<file path="src/rtl/rom_arbiter.sv">
// Two-requester arbiter for the boot/program ROM read port. Load wins on
// contention unless fetch has been starved; the returned word is registered.
module rom_arbiter #(
  parameter int                         ADDRESS_WIDTH = 32,
  parameter int                         DATA_WIDTH    = 32,
  parameter logic [ADDRESS_WIDTH-1:0]   BASE_ADDR     = 32'hBFC00000,
  parameter int                         ROM_BYTES     = 4096,
  parameter int                         STARVE_LIMIT  = 4
) (
  input  logic                     clk,
  input  logic                     rst_n,
  input  logic                     if_req,
  input  logic [ADDRESS_WIDTH-1:0] if_addr,
  output logic                     if_gnt,
  output logic                     if_rvalid,
  output logic [DATA_WIDTH-1:0]    if_rdata,
  output logic                     if_err,
  input  logic                     ld_req,
  input  logic [ADDRESS_WIDTH-1:0] ld_addr,
  output logic                     ld_gnt,
  output logic                     ld_rvalid,
  output logic [DATA_WIDTH-1:0]    ld_rdata,
  output logic                     ld_err,
  output logic [ADDRESS_WIDTH-1:0] rom_addr,
  input  logic [DATA_WIDTH-1:0]    rom_dout,
  output logic [3:0]               dbg_starve_cnt,
  output logic                     dbg_last_owner
);

  typedef enum logic {OWNER_IF = 1'b0, OWNER_LD = 1'b1} owner_t;

  localparam logic [3:0] LIMIT = 4'(STARVE_LIMIT);
  localparam logic [ADDRESS_WIDTH-1:0] LAST_ADDR =
    BASE_ADDR + ADDRESS_WIDTH'(ROM_BYTES - 4);

  // Handshake: a requester holds req with a stable address; gnt is issued
  // combinationally in the same cycle and rvalid follows exactly one cycle later.

  logic [3:0]            starve_q, starve_d;
  owner_t                last_owner_q, last_owner_d;
  logic                  if_rvalid_q, if_rvalid_d;
  logic                  if_err_q, if_err_d;
  logic [DATA_WIDTH-1:0] if_rdata_q, if_rdata_d;
  logic                  ld_rvalid_q, ld_rvalid_d;
  logic                  ld_err_q, ld_err_d;
  logic [DATA_WIDTH-1:0] ld_rdata_q, ld_rdata_d;
  logic                  gnt_err;
  logic [DATA_WIDTH-1:0] gnt_word;

  always_comb begin
    if_gnt = 1'b0;
    ld_gnt = 1'b0;
    if (rst_n) begin
      if (ld_req && (!if_req || (starve_q != LIMIT))) ld_gnt = 1'b1;
      else if (if_req)                                 if_gnt = 1'b1;
    end

    rom_addr = ld_gnt ? ld_addr : if_addr;
    gnt_err  = (rom_addr < BASE_ADDR) || (rom_addr > LAST_ADDR) ||
               (rom_addr[1:0] != 2'b00);
    gnt_word = gnt_err ? '0 : rom_dout;

    starve_d = starve_q;
    if (if_gnt || !if_req)              starve_d = '0;
    else if (ld_gnt && starve_q != LIMIT) starve_d = starve_q + 4'd1;

    last_owner_d = last_owner_q;
    if (if_gnt)      last_owner_d = OWNER_IF;
    else if (ld_gnt) last_owner_d = OWNER_LD;

    if_rvalid_d = if_gnt;
    if_err_d    = if_gnt & gnt_err;
    if_rdata_d  = if_gnt ? gnt_word : if_rdata_q;
    ld_rvalid_d = ld_gnt;
    ld_err_d    = ld_gnt & gnt_err;
    ld_rdata_d  = ld_gnt ? gnt_word : ld_rdata_q;
  end

  always_ff @(posedge clk) begin
    if (!rst_n) begin
      starve_q     <= '0;
      last_owner_q <= OWNER_IF;
      if_rvalid_q  <= 1'b0;
      if_err_q     <= 1'b0;
      if_rdata_q   <= '0;
      ld_rvalid_q  <= 1'b0;
      ld_err_q     <= 1'b0;
      ld_rdata_q   <= '0;
    end else begin
      starve_q     <= starve_d;
      last_owner_q <= last_owner_d;
      if_rvalid_q  <= if_rvalid_d;
      if_err_q     <= if_err_d;
      if_rdata_q   <= if_rdata_d;
      ld_rvalid_q  <= ld_rvalid_d;
      ld_err_q     <= ld_err_d;
      ld_rdata_q   <= ld_rdata_d;
    end
  end

  assign if_rvalid      = if_rvalid_q;
  assign if_err         = if_err_q;
  assign if_rdata       = if_rdata_q;
  assign ld_rvalid      = ld_rvalid_q;
  assign ld_err         = ld_err_q;
  assign ld_rdata       = ld_rdata_q;
  assign dbg_starve_cnt = starve_q;
  assign dbg_last_owner = last_owner_q;

  a_one_grant: assert property (@(posedge clk) !(if_gnt && ld_gnt));

endmodule

</file>
<file path="config.mk">
export PLATFORM = sky130hd
export DESIGN_NAME = rom_arbiter
export DESIGN_NICKNAME = d
export VERILOG_FILES = /design/src/rtl/rom_arbiter.sv
export SDC_FILE = /design/constraint.sdc
export NUM_CORES = 1
export LEC_CHECK = 0
export CELL_PAD_IN_SITES_DETAIL_PLACEMENT = 0
export CELL_PAD_IN_SITES_GLOBAL_PLACEMENT = 2
export CORE_MARGIN = 2
export CORE_UTILIZATION = 33
export CTS_CLUSTER_DIAMETER = 200
export CTS_CLUSTER_SIZE = 14
export DETAILED_ROUTE_END_ITERATION = 10
export DONT_BUFFER_PORTS = 1
export GPL_TIMING_DRIVEN = 0
export PLACE_DENSITY_LB_ADDON = 0.1
export SLEW_MARGIN = 20
export SYNTH_ARGS = -nofsm -noshare
export SYNTH_HDL_FRONTEND = slang
export SYNTH_SLANG_ARGS = --single-unit
</file>
<file path="constraint.sdc">
create_clock -name clk -period 2.7 [get_ports clk]
set_input_delay 0.27 -clock clk [delete_from_list [all_inputs] [get_ports clk]]
set_output_delay 0.27 -clock clk [all_outputs]
set_load 0.01 [all_outputs]
</file>
**Word-level counts from Yosys, hierarchy flattened**

Cells that the tools add are included.

- Bits in registers: 73
- Input bits: 100
- Logic and storage cells: 32

- Add/subtract/negate cells: 1
- Magnitude comparators: 2
- Equal/unequal tests: 1
- Mux-type cells: 7
- Bitwise logic cells: 3
- Reductions and logical operators: 10

Operator list:

| operator | number |
|---|---|
| 32-bit two-way mux | 2 |
| 32-bit > comparator, second input constant | 1 |
| 32-bit < comparator, second input constant | 1 |
| 1-bit two-way mux | 5 |
| 4-bit by 1-bit adder with 4-bit output, second input constant | 1 |
| 1-bit logical OR | 4 |
| 4-bit by 3-bit inequality test with 1-bit output, second input constant | 1 |
| 2-bit OR reduction | 2 |
| 1-bit AND | 2 |
| 1-bit logical AND | 2 |
| 2-bit nonzero test | 1 |
| 1-bit zero test | 1 |
| 1-bit inverter | 1 |

**Logic depth before layout (Yosys ltp)**

- Depth in word-level cells: 10
- Depth in mapped cells: 8
- Mapped depth without buffers: 7

**Worst setup path before layout**

Ideal clock, no wire load.

- Path kind: flip-flop to output port
- Start point: register starve_q[0], in the netlist dbg_starve_cnt[0]
- End point: output port rom_addr[16]
- Arrival: 1.716 ns
- Path slack: 0.714 ns
- Stages on the path, launching flop included: 9
- Path buffers: 1
- Path through: dfxtp_1 inv_1 ha_1 nand4b_2 nand3_1 clkinv_1 buf_1 nand2_1 nand2_1

- Longest elaborated chain between the ends: 6

Ends and longest elaborated chain:

| item | line | text |
|---|---|---|
| from (decl) | 39 | `logic [3:0] starve_q, starve_d;` |
| from (signal assigned) | 90 | `starve_q <= starve_d;` |
| 4-bit by 3-bit inequality test with 1-bit output | 54 | `if (ld_req && (!if_req \|\| (starve_q != LIMIT))) ld_gnt = 1'b1;` |
| 1-bit logical OR | 54 |  |
| 1-bit logical AND | 54 |  |
| 1-bit two-way mux | 54 |  |
| 1-bit two-way mux | 53 | `if (rst_n) begin` |
| via ld_gnt | 20 | `output logic ld_gnt,` |
| 32-bit two-way mux | 58 | `rom_addr = ld_gnt ? ld_addr : if_addr;` |
| to (decl) | 24 | `output logic [ADDRESS_WIDTH-1:0] rom_addr,` |

The timed path passes the listed nets, and every way through them passes these cells.

**Worst setup path in the final report**

- Start point: register starve_q[0], in the netlist dbg_starve_cnt[0]
- End point: output port rom_addr[21]

Same word-level chain as after synthesis.

==> flow_summary.rst <==
.. list-table::
   :header-rows: 1

   * - Metric
     - Value
   * - Antenna-violating nets left
     - 0
   * - Hold Violations, Final
     - 0
   * - All-layer global routing usage
     - roughly 17%
   * - Largest net degree at the start of global routing
     - 14
   * - Prevailing post-synth register cell
     - sky130_fd_sc_hd__dfxtp_1
   * - Leakage power of the design
     - about 1.4 nW
   * - Worst Path Class, Setup
     - reg -> out
   * - Num Clock Sinks
     - 73
   * - DRC violation total after the first TritonRoute iteration
     - 74
   * - Share of the synthesized area in compound gates (AO/OA/AOI/OAI)
     - between 20% and 30%
   * - Share of post-route cells with drive strength above 1
     - between 10% and 20%
   * - Main combinational cell family by area after synthesis
     - simple AND/OR/NAND/NOR gates
   * - Post-Syn Instances
     - between 300 and 400
   * - Kind of start point of the critical path
     - flop
   * - Post-synth EDFFs
     - 0
   * - Post-Synth Simple-Gate Area
     - between 20% and 30%
   * - Average cell area after synthesis
     - roughly 9.5 um^2
   * - Areal power density over the cells
     - around 660 nW/um^2
   * - Gp weighted congestion
     - 0.718
   * - Multiplexer area fraction after synthesis
     - 0%
   * - Die width
     - between 90 and 100 um
   * - Post-detailed-route via-to-cell ratio
     - about 5.4
   * - Synth Net Count
     - approximately 410
   * - Clock input transition at the sequential cells of the worst setup and hold paths
     - ~0.08 ns
   * - Area growth from synthesis to layout
     - 12.6%
   * - Detailed Place HPWL
     - between 6000 and 7000 um
   * - Clock skew after layout
     - 0.0131 ns
   * - Crit path time final
     - approximately 2.5 ns
   * - Final setup violating endpoints
     - 0
   * - Count of state elements after synthesis
     - 73
   * - Setup repair after global routing missed its margin
     - no
   * - Num ports
     - roughly 210
   * - H-tree Lvls
     - 3
   * - Initial cell density of the core
     - about a third
   * - Post-layout power
     - 2.15 mW
   * - Fraction of synthesis flops using an asynchronous set or reset pin
     - 0%
   * - N_diodes
     - 0
   * - Floorplan die area
     - 9590 um^2
   * - Xor/xnor share of the synthesized area
     - 0%
   * - Number of antenna violations at the first check in global routing
     - 0
   * - Total standard cell area after synthesis
     - 2910 um^2
   * - Max Transition Viols Final
     - 0
   * - Final Routed Wirelength
     - roughly 8800 um
   * - Row Count
     - 34
   * - Clock root buffer
     - sky130_fd_sc_hd__clkbuf_8
   * - Core Util, Final
     - 37.9%
   * - CP arrival
     - between 2 and 2.5 ns
   * - Yosys Warn Count
     - 0
   * - Cell accounting for the most synthesized area
     - sky130_fd_sc_hd__dfxtp_1
   * - Wire length of the first global-routing pass
     - ~13000 um
   * - VDD IR max
     - about 200 uV
   * - Endpoint kind of the worst setup timing path
     - primary output
   * - Clock buffers created by TritonCTS
     - 9
   * - Remaining global-route overflow
     - 0
   * - Peak Freq
     - ~400 MHz
   * - Final setup TNS
     - 0 ns
   * - Max-cap check violation count
     - 0
   * - Unique masters post-synth
     - 34
   * - Adder and majority cell fraction of the synthesized area
     - less than 1%
   * - Filler Cell Count
     - just over 900
   * - Clock network latency to the later pin of the worst-skew pair
     - about 0.34 ns
   * - Largest buffer count on any clock path
     - 2
   * - Die Y
     - about 98 um
   * - Core Area
     - between 8000 and 9000 um^2
   * - Biggest area contributors in the synthesized netlist
     - sky130_fd_sc_hd__dfxtp_1 (50%), sky130_fd_sc_hd__a22o_1 (19%), sky130_fd_sc_hd__nand2_1 (13%), sky130_fd_sc_hd__clkbuf_1 (1.7%), sky130_fd_sc_hd__buf_6 (1.5%)
   * - Input/output buffers
     - 0
   * - DRC violations left
     - 0
   * - Worst slew margin
     - ~65%
   * - Sequential area share after synthesis
     - about half
   * - Post-synth top area share
     - 50.2%
   * - Number of setup buffers added after CTS
     - 0
   * - Outcome
     - complete, no violations
   * - Worst hold-check slack
     - 0.0468 ns
   * - Vias in the first global route
     - ~2300
   * - Max FO, Critical Path
     - 10
   * - Via count
     - 2345
   * - Critical path data required time
     - around 2.4 ns
   * - Class of the tightest hold or removal check
     - in -> reg
   * - Worst slew pin tran
     - 0.518 ns
   * - CTS tree
     - built
   * - Share of the clock period used by the worst path after layout
     - between 90% and 100%
   * - Net count reported at finish
     - 420
   * - Wire per inst
     - between 20 and 25 um
   * - Number of detailed-routing iterations run before antenna repair
     - 4
[state kept, by name (all words and copies together), names as in the netlist]
name / count
dbg_last_owner: 1
dbg_starve_cnt: 4
if_err: 1
if_rdata: 32
if_rvalid: 1
ld_err: 1
ld_rdata: 32
ld_rvalid: 1
[layout make-up]
type / instances / area [um^2] / area share [%]
Inverter: 7 / 26.3 / 0.802
Clock buffer: 10 / 128 / 3.89
Multi-Input combinational cell: 207 / 1320 / 40.3
Clock inverter: 6 / 90.1 / 2.75
Tap cell: 108 / 135 / 4.12
Buffer: 20 / 116 / 3.55
Sequential cell: 73 / 1460 / 44.6
[cells by family (layout without fill, tap and decap cells)]
family,Yosys count,after routing
AND/OR/NAND/NOR,134,134
AO/OA/AOI/OAI,71,71
flip-flops,73,73
buffers and inverters,27,43
adder cells (fa/ha/maj),2,2
[cell usage after synthesis (2+ instances only)]
master / n
sky130_fd_sc_hd__nand2_1: 99
sky130_fd_sc_hd__dfxtp_1: 73
sky130_fd_sc_hd__a22o_1: 64
sky130_fd_sc_hd__clkbuf_1: 13
sky130_fd_sc_hd__nor2_1: 8
sky130_fd_sc_hd__inv_1: 6
sky130_fd_sc_hd__buf_6: 4
sky130_fd_sc_hd__nand3_1: 3
sky130_fd_sc_hd__nor4b_1: 3
sky130_fd_sc_hd__and2_1: 2
sky130_fd_sc_hd__buf_4: 2
sky130_fd_sc_hd__ha_1: 2
sky130_fd_sc_hd__nand2b_1: 2
sky130_fd_sc_hd__nand4b_1: 2
sky130_fd_sc_hd__nor3_1: 2
sky130_fd_sc_hd__nor4b_2: 2
sky130_fd_sc_hd__o21ai_0: 2
sky130_fd_sc_hd__or4_1: 2
[per-stage QoR]
step / instances / area, um^2 / setup WS [ns]
floorplan: 307 / 2910 / 0.714
CTS: 431 / 3280 / 0.145
global route: 431 / 3280 / 0.0122
detailed placement: 415 / 3050 / -0.0494
finish: 431 / 3280 / 0.204
global placement: 415 / 3050 / 0.00102
[critical path: stages (launching register included)]
cell and delay, ns:
sky130_fd_sc_hd__dfxtp_1 0.46, sky130_fd_sc_hd__inv_1 0.07, sky130_fd_sc_hd__ha_1 0.25, sky130_fd_sc_hd__nand4b_2 0.15, sky130_fd_sc_hd__nand3_2 0.21, sky130_fd_sc_hd__clkinv_1 0.20
sky130_fd_sc_hd__buf_2 0.29, sky130_fd_sc_hd__nand2_1 0.08, sky130_fd_sc_hd__nand2_1 0.16
[per-layer routing]
layer  up-vias  GRT usage, %  routed length (um)
met4         0          6.41                 170
met3        13          7.52                 918
li1       1101             -                   -
met5         -             0                   0
met2       147          29.0                4190
met1      1084          20.1                3530
[what timing repair did]
action | in CTS | in global routing
hold endpoints to repair | 0 | 0
setup endpoints to repair | 59 | 0
resized for setup | 5 | 0
hold buffers | 0 | 0
[report_power, final]
part	switching [mW]	internal [mW]	leakage, nW
Clock	0.407	0.524	0.107
Combinational	0.0964	0.0396	0.676
Sequential	0.00621	1.08	0.589
Total	0.510	1.64	1.37
[worst paths after layout]
path                                 endpoint  depth (start not counted)  slack, ns                      startpoint
setup / recovery                 rom_addr[21]                          8       0.20  dbg_starve_cnt[0]$_SDFFE_PP0P_
hold / removal       ld_rdata[9]$_SDFFE_PN0N_                          1       0.05                     rom_dout[9]
setup reg to reg     ld_rdata[5]$_SDFFE_PN0N_                          7       0.36  dbg_starve_cnt[0]$_SDFFE_PP0P_
hold reg to reg   dbg_last_owner$_SDFFE_PP0N_                          2       0.55     dbg_last_owner$_SDFFE_PP0N_
[placed cells by master (no fill, tap or decap), types with 3 or more instances in the layout]
master	instances
sky130_fd_sc_hd__nor2_1	8
sky130_fd_sc_hd__inv_1	6
sky130_fd_sc_hd__nor4b_1	3
sky130_fd_sc_hd__buf_6	4
sky130_fd_sc_hd__a22o_1	64
sky130_fd_sc_hd__dfxtp_1	73
sky130_fd_sc_hd__clkbuf_8	9
sky130_fd_sc_hd__nand2_1	99
sky130_fd_sc_hd__clkbuf_1	12
Power figures use the tool's default switching activity.
